### config.mk
export PLATFORM = sky130hd
export DESIGN_NAME = multicycle_ctrl
export DESIGN_NICKNAME = d
export VERILOG_FILES = /design/src/rtl/ctrl_pkg.sv /design/src/rtl/branch_cond.sv /design/src/rtl/multicycle_ctrl.sv
export SDC_FILE = /design/constraint.sdc
export NUM_CORES = 1
export LEC_CHECK = 0
export ABC_AREA = 0
export BUFFER_PORTS_ARGS = -buffer_cell sky130_fd_sc_hd__clkbuf_2
export CAP_MARGIN = 20
export CORE_ASPECT_RATIO = 1.5
export CORE_MARGIN = 5
export CORE_UTILIZATION = 43
export CTS_BUF_LIST = sky130_fd_sc_hd__clkbuf_16
export CTS_CLUSTER_SIZE = 14
export DETAILED_ROUTE_END_ITERATION = 16
export PLACE_DENSITY = 0.89
export SYNTH_ARGS = -nofsm -noshare
export SYNTH_HDL_FRONTEND = slang
export SYNTH_HIERARCHICAL = 1
export SYNTH_SLANG_ARGS = --single-unit
### constraint.sdc
create_clock -name clk -period 3.3 [get_ports clk]
set_input_delay 0.495 -clock clk [delete_from_list [all_inputs] [get_ports clk]]
set_output_delay 0.495 -clock clk [all_outputs]
set_load 0.02 [all_outputs]
### src/rtl/ctrl_pkg.sv
// ctrl_pkg: state codes, opcodes, datapath select encodings and decode helper for multicycle_ctrl
package ctrl_pkg;
  typedef logic [3:0] state_t;
  localparam state_t S_FETCH    = 4'd0;
  localparam state_t S_DECODE   = 4'd1;
  localparam state_t S_MEMADR   = 4'd2;
  localparam state_t S_MEMREAD  = 4'd3;
  localparam state_t S_MEMWB    = 4'd4;
  localparam state_t S_MEMWRITE = 4'd5;
  localparam state_t S_EXEC_R   = 4'd6;
  localparam state_t S_EXEC_I   = 4'd7;
  localparam state_t S_ALUWB    = 4'd8;
  localparam state_t S_BRANCH   = 4'd9;
  localparam state_t S_JALR     = 4'd10;
  localparam state_t S_JUMP     = 4'd11;
  localparam state_t S_UPPER    = 4'd12;
  localparam state_t S_TRAP     = 4'd13;
  localparam logic [6:0] OP_LOAD   = 7'b0000011;
  localparam logic [6:0] OP_STORE  = 7'b0100011;
  localparam logic [6:0] OP_R      = 7'b0110011;
  localparam logic [6:0] OP_I      = 7'b0010011;
  localparam logic [6:0] OP_BRANCH = 7'b1100011;
  localparam logic [6:0] OP_JAL    = 7'b1101111;
  localparam logic [6:0] OP_JALR   = 7'b1100111;
  localparam logic [6:0] OP_LUI    = 7'b0110111;
  localparam logic [6:0] OP_AUIPC  = 7'b0010111;
  localparam logic [1:0] SRCA_PC    = 2'b00;
  localparam logic [1:0] SRCA_OLDPC = 2'b01;
  localparam logic [1:0] SRCA_RD1   = 2'b10;
  localparam logic [1:0] SRCA_ZERO  = 2'b11;
  localparam logic [1:0] SRCB_RD2  = 2'b00;
  localparam logic [1:0] SRCB_IMM  = 2'b01;
  localparam logic [1:0] SRCB_FOUR = 2'b10;
  localparam logic [1:0] ALU_ADD   = 2'b00;
  localparam logic [1:0] ALU_SUB   = 2'b01;
  localparam logic [1:0] ALU_FUNCT = 2'b10;
  localparam logic [1:0] RES_ALUOUT    = 2'b00;
  localparam logic [1:0] RES_DATA      = 2'b01;
  localparam logic [1:0] RES_ALURESULT = 2'b10;
  localparam logic [2:0] IMM_I = 3'b000;
  localparam logic [2:0] IMM_S = 3'b001;
  localparam logic [2:0] IMM_B = 3'b010;
  localparam logic [2:0] IMM_J = 3'b011;
  localparam logic [2:0] IMM_U = 3'b100;
  function automatic state_t decode_next(input logic [6:0] op);
    case (op)
      OP_LOAD, OP_STORE: decode_next = S_MEMADR;
      OP_R:              decode_next = S_EXEC_R;
      OP_I:              decode_next = S_EXEC_I;
      OP_BRANCH:         decode_next = S_BRANCH;
      OP_JAL:            decode_next = S_JUMP;
      OP_JALR:           decode_next = S_JALR;
      OP_LUI, OP_AUIPC:  decode_next = S_UPPER;
      default:           decode_next = S_TRAP;
    endcase
  endfunction
endpackage

### src/rtl/branch_cond.sv
// branch_cond: RV32I branch taken decision from funct3 and the ALU zero/lt flags
module branch_cond (
  input  logic [2:0] funct3,
  input  logic       zero,
  input  logic       lt,
  output logic       taken
);
  always_comb taken = funct3[2] ? (lt ^ funct3[0]) : (!funct3[1] && (zero ^ funct3[0]));
endmodule

### src/rtl/multicycle_ctrl.sv
// multicycle_ctrl: multi-cycle RV32I sequencing FSM driving datapath strobes, selects and the memory handshake
// Performance counters are built only when CTRL_PERF_CNT_EN is defined.
module multicycle_ctrl (
  input  logic        clk,
  input  logic        reset_n,
  input  logic [6:0]  op,
  input  logic [2:0]  funct3,
  input  logic        zero,
  input  logic        lt,
  input  logic        mem_ready,
  output logic        mem_req,
  output logic        mem_we,
  output logic        adr_src,
  output logic        ir_write,
  output logic        pc_write,
  output logic        reg_write,
  output logic [1:0]  alu_src_a,
  output logic [1:0]  alu_src_b,
  output logic [1:0]  alu_op,
  output logic [1:0]  result_src,
  output logic [2:0]  imm_src,
  output logic        illegal,
  output logic [31:0] cycle_cnt,
  output logic [31:0] instret_cnt
);
  import ctrl_pkg::*;
  state_t state_q, state_d;
  logic   run_q, illegal_q, illegal_d, taken;
  logic   mem_req_c, mem_we_c, ir_write_c, pc_write_c, reg_write_c;
  branch_cond u_branch_cond (
    .funct3 (funct3),
    .zero   (zero),
    .lt     (lt),
    .taken  (taken)
  );
  always_comb begin
    state_d = state_q;
    case (state_q)
      S_FETCH:    state_d = (run_q && mem_ready) ? S_DECODE : S_FETCH;
      S_DECODE:   state_d = decode_next(op);
      S_MEMADR:   state_d = (op == OP_STORE) ? S_MEMWRITE : S_MEMREAD;
      S_MEMREAD:  state_d = mem_ready ? S_MEMWB : S_MEMREAD;
      S_MEMWRITE: state_d = mem_ready ? S_FETCH : S_MEMWRITE;
      S_MEMWB, S_ALUWB, S_BRANCH, S_UPPER: state_d = S_FETCH;
      S_EXEC_R, S_EXEC_I, S_JUMP: state_d = S_ALUWB;
      S_JALR:     state_d = S_JUMP;
      default:    state_d = state_q;
    endcase
    illegal_d = illegal_q || (state_d == S_TRAP);
  end
  // run_q holds off the first request until one edge after reset release
  always_ff @(posedge clk or negedge reset_n) begin
    if (!reset_n) begin
      state_q   <= S_FETCH;
      run_q     <= 1'b0;
      illegal_q <= 1'b0;
    end else begin
      state_q   <= state_d;
      run_q     <= 1'b1;
      illegal_q <= illegal_d;
    end
  end
  always_comb begin
    mem_req_c   = 1'b0;
    mem_we_c    = 1'b0;
    ir_write_c  = 1'b0;
    pc_write_c  = 1'b0;
    reg_write_c = 1'b0;
    adr_src     = 1'b0;
    alu_src_a   = SRCA_PC;
    alu_src_b   = SRCB_RD2;
    alu_op      = ALU_ADD;
    result_src  = RES_ALUOUT;
    imm_src     = IMM_I;
    case (state_q)
      S_FETCH: begin
        mem_req_c  = 1'b1;
        ir_write_c = mem_ready;
        pc_write_c = mem_ready;
        alu_src_b  = SRCB_FOUR;
        result_src = RES_ALURESULT;
      end
      S_DECODE: begin
        alu_src_a = SRCA_OLDPC;
        alu_src_b = SRCB_IMM;
        imm_src   = (op == OP_JAL) ? IMM_J : IMM_B;
      end
      S_MEMADR: begin
        alu_src_a = SRCA_RD1;
        alu_src_b = SRCB_IMM;
        imm_src   = (op == OP_STORE) ? IMM_S : IMM_I;
      end
      S_MEMREAD: begin
        mem_req_c = 1'b1;
        adr_src   = 1'b1;
      end
      S_MEMWRITE: begin
        mem_req_c = 1'b1;
        mem_we_c  = 1'b1;
        adr_src   = 1'b1;
      end
      S_MEMWB: begin
        result_src  = RES_DATA;
        reg_write_c = 1'b1;
      end
      S_EXEC_R: begin
        alu_src_a = SRCA_RD1;
        alu_op    = ALU_FUNCT;
      end
      S_EXEC_I: begin
        alu_src_a = SRCA_RD1;
        alu_src_b = SRCB_IMM;
        alu_op    = ALU_FUNCT;
      end
      S_ALUWB: reg_write_c = 1'b1;
      S_BRANCH: begin
        alu_src_a  = SRCA_RD1;
        alu_op     = ALU_SUB;
        imm_src    = IMM_B;
        pc_write_c = taken;
      end
      S_JALR: begin
        alu_src_a = SRCA_RD1;
        alu_src_b = SRCB_IMM;
      end
      S_JUMP: begin
        alu_src_a  = SRCA_OLDPC;
        alu_src_b  = SRCB_FOUR;
        pc_write_c = 1'b1;
      end
      S_UPPER: begin
        alu_src_a   = (op == OP_LUI) ? SRCA_ZERO : SRCA_OLDPC;
        alu_src_b   = SRCB_IMM;
        imm_src     = IMM_U;
        result_src  = RES_ALURESULT;
        reg_write_c = 1'b1;
      end
      default: ;
    endcase
  end
  assign mem_req   = run_q && mem_req_c;
  assign mem_we    = run_q && mem_we_c;
  assign ir_write  = run_q && ir_write_c;
  assign pc_write  = run_q && pc_write_c;
  assign reg_write = run_q && reg_write_c;
  assign illegal   = illegal_q;
`ifdef CTRL_PERF_CNT_EN
  logic [31:0] cycle_cnt_q, cycle_cnt_d, instret_cnt_q, instret_cnt_d;
  logic        retire;
  always_comb begin
    retire        = (state_d == S_FETCH) &&
                    (state_q inside {S_MEMWB, S_MEMWRITE, S_ALUWB, S_BRANCH, S_UPPER});
    cycle_cnt_d   = (state_q == S_TRAP) ? cycle_cnt_q : cycle_cnt_q + 32'd1;
    instret_cnt_d = instret_cnt_q + {31'd0, retire};
  end
  always_ff @(posedge clk or negedge reset_n) begin
    if (!reset_n) begin
      cycle_cnt_q   <= '0;
      instret_cnt_q <= '0;
    end else begin
      cycle_cnt_q   <= cycle_cnt_d;
      instret_cnt_q <= instret_cnt_d;
    end
  end
  assign cycle_cnt   = cycle_cnt_q;
  assign instret_cnt = instret_cnt_q;
`else
  assign cycle_cnt   = '0;
  assign instret_cnt = '0;
`endif
endmodule

==> impl_metrics.py, run 1 <==
metrics = {
    "synth": {
        "netlist_instances": 162,
        "yosysSeqAreaShare_pct": 12.4,
        "yosysWarnings": 6,
        "avgSynthCellArea_sq_um": 7.48,
        "async_reset_ff_share_pct": 100,
        "syn_area_sq_um": 1210,
        "synth_top_flop_cell": "dfrtp_1",
        "synth_cell_types": 42,
        "synth-edff-count": 0,
        "ys_seq_elements": 6,
    },
    "finish": {
        "design_area_sq_um": 1220,
        "drive_above_1_share_pct": 20.9,
        "final_common_cell": "conb_1",
        "layout.nets": 208,
        "area_growth_pct": 0.930,
        "layout_common_cells": "65 x conb_1, 32 x clkbuf_2, 7 x nand2_1",
        "fin_util_pct": 45.2,
        "antenna_cells": 0,
    },
    "cts": {
        "path_clk_slew_ns": 0.03,
        "cts_resized": 0,
        "ctsLongestPathBuffers": 2,
        "clk_latency_ns": 0.22,
        "clock-sinks": 6,
        "htree_num_levels": 1,
        "tritoncts": "done",
        "post-cts-setup-buffer-count": 0,
        "cts_root_buffer": "clkbuf_16",
        "cts_hold_buf": 0,
        "cts_buffers": 3,
    },
    "global_route": {
        "gr-usage-all-layers_pct": 12.3,
        "grt_pass1_vias": 929,
        "grt_overflow_total": 0,
        "antenna_found_initial": 0,
        "grt_pass1_wl_um": 3810,
        "grt_start_max_net_pins": 20,
    },
    "setup_path": {
        "max_stage_delay_ns": 0.65,
        "cp_max_fo": 19,
        "r2r_setup_slack_ns": 1.29,
        "criticalPathCategory": "flip-flop to primary output",
        "crit_slowest_cell": "or4b_4",
        "cp_num_cells": 3,
        "crit_chain": "or4b_4 -> o41ai_1 -> clkbuf_2",
        "r2r_cells": 5,
        "crit_family": "simple AND/OR/NAND/NOR gates",
        "path_buf_inv": 1,
        "start_kind": "flip-flop",
        "regToRegStartpoint": "state_q[1]$_DFF_PN0_",
        "critPathCapture": "imm_src[0]",
        "endpoint_kind": "primary output",
        "worstPathArrival_ns": 2.03,
        "worstPathRequired_ns": 2.80,
        "r2r-end": "illegal$_DFF_PN0_",
        "startpoint": "state_q[1]$_DFF_PN0_",
    },
    "route": {
        "drt_iter0_drc": 40,
        "wl_per_cell_um": 11.5,
        "antenna_left": 0,
        "num_vias": 1020,
        "drt_wl_total_um": 2610,
        "drc_errors": 0,
        "dr.pass1.iters": 4,
        "via_per_inst": 4.47,
    },
    "sta": {
        "post-route-period-util_pct": 76.7,
        "drv_slew": 0,
        "hold_violations": 0,
        "clock_skew_ns": 0.0000437,
        "setup_viol": 0,
        "worstMarginPinSlew_ns": 0.530,
        "slew_headroom_pct": 64.7,
        "finalCriticalPeriod_ns": 2.53,
        "tns_ns": 0,
        "fmax_mhz": 395,
        "rsz0062_at_grt": "no",
    },
    "pwr": {
        "p_leak_nw": 0.616,
        "p_per_area_nw_per_um2": 295,
        "vdd.ir_drop.worst_mv": 0.359,
        "p_total_uw": 361,
    },
    "place": {
        "place.gp.congestion": 0.849,
        "port_buffers": 32,
        "place_area_sq_um": 1150,
        "dp_hpwl_um": 2280,
    },
    "floorplan": {
        "placementRows": 23,
        "dieHeight_um": 75,
        "core_area_sq_um": 2710,
        "die_w_um": 53.3,
        "die_area_sq_um": 4000,
        "start_util_pct": 44.8,
        "boundaryPins": 97,
    },
    "flow_run": {
        "maxCapViolations": 0,
    },
    "outcome": {
        "status": "completed",
    },
    "hold_path": {
        "hp-class": "input port to asynchronous set/reset pin",
    },
}
synth_stat cells (2+ instances only):
library cell / instances / area share, %
dfrtp_1: 6 / 12
a21boi_0: 2 / 1.2
nor2b_1: 6 / 3.1
buf_4: 64 / 40
clkbuf_1: 4 / 1.2
nor3_1: 5 / 2.1
a21oi_1: 6 / 2.5
a32oi_1: 2 / 1.4
nand2_1: 7 / 2.2
or3_1: 3 / 1.5
o21ai_0: 6 / 2.5
o31a_1: 2 / 1.4
o211ai_1: 3 / 1.9
nand2b_1: 3 / 1.5
conb_1: 2 / 0.62
nand3_1: 3 / 1.2
nand4b_1: 2 / 1.4
a211oi_1: 2 / 1.2
inv_1: 4 / 1.2
nor2_1: 6 / 1.9
and2_1: 3 / 1.5
worst reg2reg max path, stage by stage (launching register included):
cell	delay (ns)
dfrtp_1	0.56
or4b_4	0.66
a211o_1	0.31
o221ai_2	0.08
nor2b_1	0.07
a31o_1	0.21
cell type report:
type,count,area [sq um]
Fill cell,292,1480
Multi-Input combinational cell,146,776
Tap cell,37,46.3
Sequential cell,6,150
Timing Repair Buffer,32,160
Inverter,4,15.0
Clock buffer,3,75.1
flip-flops by register name (all words and copies together) (netlist names):
register  count
illegal       1
run_q         1
state_q       4
cells by family (layout without fill, tap and decap cells):
group / after synthesis / after routing / synth area share, %
AND/OR/NAND/NOR: 48 / 48 / 23.6
flip-flops: 6 / 6 / 12.4
XOR/XNOR: 1 / 1 / 0.723
buffers and inverters: 73 / 39 / 43.1
other: 2 / 65 / 0.620
AO/OA/AOI/OAI: 32 / 32 / 19.6
power breakdown:
part           internal (mW)  switching (mW)
Sequential            0.0750         0.00230
Combinational         0.0120          0.0803
Clock                  0.155          0.0364
how the worst min path moves through the flow:
stage	cells past startpoint	to
after global routing	1	run_q$_DFF_PN0_
after CTS	1	run_q$_DFF_PN0_
final	1	run_q$_DFF_PN0_
after detailed placement	1	run_q$_DFF_PN0_
after global placement	1	run_q$_DFF_PN0_
after floorplan	0	illegal$_DFF_PN0_
metal layers:
metal  vias to the layer above  GRT usage (%)  wire length [um]
met5                         -              0                 0
met4                         0           6.82                34
met3                         4           2.18               362
met2                        73           22.1              1280
met1                       448           13.2               931
li1                        495              -                 -
per-stage QoR:
step,worst slack [ns],hold slack [ns],cells
2_1_floorplan,0.966,0.199,225
3_3_place_gp,1.01,0.319,225
3_5_place_dp,0.961,0.325,225
4_1_cts,0.788,0.0900,228
5_1_grt,0.644,0.0997,228
6_report,0.770,0.0858,228
No activity file was read; power rests on OpenSTA's default activity.
==> run 2, diff against run 1 <==
Settings changed: CORE_UTILIZATION 43 to 40, PLACE_DENSITY 0.89 to 0.84.
Clock period 3.3 ns to 2.52 ns, I/O delays scaled along.
==> run 2 against run 1 <==
Clock power increased by 34%. Register-to-register slack got worse by 0.54 ns. Via count increased by 4.5%. Worst setup slack got worse by 0.40 ns. Core utilization decreased by 1.8 points. First-iteration DRC count decreased by 60%. Cell count increased by 3.1%. Die area increased by 6.3%. Sequential share of layout area decreased by 0.41 points. Final area increased by 3.5%.
==> impl_metrics.py, run 2 (synthesis results as in run 1) <==
metrics = {
    "sta": {
        "post-route-period-util_pct": 85.3,
        "clock_skew_ns": 0.00333,
        "drv_slew": 0,
        "finalCriticalPeriod_ns": 2.15,
        "fmax_mhz": 465,
        "hold_violations": 0,
        "rsz0062_at_grt": "no",
        "tns_ns": 0,
        "setup_viol": 0,
    },
    "route": {
        "num_vias": 1066,
        "dr.pass1.iters": 4,
        "drc_errors": 0,
        "drt_iter0_drc": 16,
        "antenna_left": 0,
        "drt_wl_total_um": 2760,
        "wl_per_cell_um": 11.8,
        "via_per_inst": 4.54,
    },
    "global_route": {
        "grt_pass1_wl_um": 4280,
        "antenna_found_initial": 0,
        "gr-usage-all-layers_pct": 12.9,
        "grt_start_max_net_pins": 19,
        "grt_overflow_total": 0,
        "grt_pass1_vias": 993,
    },
    "cts": {
        "clk_latency_ns": 0.23,
        "ctsLongestPathBuffers": 2,
        "cts_buffers": 3,
        "tritoncts": "done",
        "path_clk_slew_ns": 0.03,
        "cts_root_buffer": "clkbuf_16",
        "htree_num_levels": 1,
        "clock-sinks": 6,
        "post-cts-setup-buffer-count": 0,
    },
    "floorplan": {
        "boundaryPins": 97,
        "dieHeight_um": 77.4,
        "core_area_sq_um": 2910,
        "placementRows": 24,
        "start_util_pct": 41.6,
        "die_area_sq_um": 4250,
        "die_w_um": 54.9,
    },
    "flow_run": {
        "maxCapViolations": 0,
    },
    "place": {
        "place_inst": 231,
        "dp_hpwl_um": 2280,
        "place.gp.congestion": 0.844,
        "port_buffers": 32,
    },
    "hold_path": {
        "min_from": "illegal$_DFF_PN0_",
        "hp-class": "flip-flop to flip-flop",
    },
    "finish": {
        "layout.nets": 213,
        "drive_above_1_share_pct": 22.4,
        "final_cells": 235,
        "largest_reg_flops": 4,
        "layout_common_cells": "65 x conb_1, 32 x clkbuf_2, 7 x nand2_1",
        "fill_cells": 330,
        "final_common_cell": "conb_1",
        "antenna_cells": 0,
        "area_growth_pct": 4.44,
        "largest-register": "state_q",
    },
    "outcome": {
        "status": "completed",
    },
    "setup_path": {
        "worstPathRequired_ns": 2.14,
        "regToRegStartpoint": "state_q[2]$_DFF_PN0_",
        "cp_max_fo": 16,
        "worstPathArrival_ns": 1.77,
        "start_kind": "flip-flop",
        "criticalPathCategory": "flip-flop to primary output",
        "endpoint_kind": "primary output",
        "startpoint": "state_q[3]$_DFF_PN0_",
    },
    "pwr": {
        "vdd.ir_drop.worst_mv": 0.412,
        "p_leak_nw": 0.637,
        "p_per_area_nw_per_um2": 381,
    },
}
## run 2: cell count changes in the layout (fill, tap and decap cells not counted)
cell | previous run | this run
buf_4 | 0 | 4
dlygate4sd3_1 | 0 | 1
## run 2: where the power goes
part	total [mW]	leakage (nW)	internal (mW)	switching [mW]
Sequential	0.100	0.0609	0.0982	0.00182
Clock	0.257	0.0370	0.204	0.0535
Combinational	0.124	0.539	0.0173	0.107
## run 2: layer usage
metal / wire length [um] / GRT usage [%]
met5: 0 / 0
met4: 21 / 5.11
met2: 1350 / 22.6
met1: 967 / 14.3
met3: 425 / 2.68
## run 2: final timing paths
kind / slack (ns) / depth (start not counted) / to
max in group asynchronous: 1.86 / 2 / illegal$_DFF_PN0_
min in group asynchronous: 0.51 / 2 / state_q[2]$_DFF_PN0_
worst max register to register: 0.75 / 6 / illegal$_DFF_PN0_
worst min-delay path: 0.46 / 1 / illegal$_DFF_PN0_
worst min register to register: 0.46 / 1 / illegal$_DFF_PN0_
worst max-delay path: 0.37 / 6 / imm_src[0]
## run 2: final cells by class
cell class                 instances  area, sq um  area share (%)
sequential                         6          150            11.9
tap                               39         48.8            3.86
clock buffer                       3         75.1            5.93
timing repair buffer              37          200            15.8
multi-input combinational        146          776            61.3
inverter                           4         15.0            1.19
## run 2: what timing repair did
action,4_1_cts,5_1_grt
gates resized for setup,0,0
hold buffers,1,0
endpoints found under the hold margin,6,0
## run 2: critical path, cell delays in order (launching register included)
cell and delay, ns:
dfrtp_1 0.37, buf_4 0.19, nand2b_1 0.16, nor4_2 0.34
nand3_1 0.15, o41ai_1 0.09, clkbuf_2 0.24
## run 2: per-stage QoR
step / setup slack [ns] / instance area, sq um / total power [mW] / util, % / hold WS (ns)
4_1_cts: 0.356 / 1260 / 0.483 / 43.4 / 0.471
2_1_floorplan: 0.303 / 1450 / 0.275 / - / 0.0824
3_5_place_dp: 0.402 / 1180 / 0.221 / 40.5 / 0.208
3_3_place_gp: 0.454 / 1180 / 0.219 / 40.5 / 0.204
6_report: 0.371 / 1260 / 0.481 / 43.4 / 0.464
5_1_grt: 0.259 / 1260 / 0.503 / 43.4 / 0.504
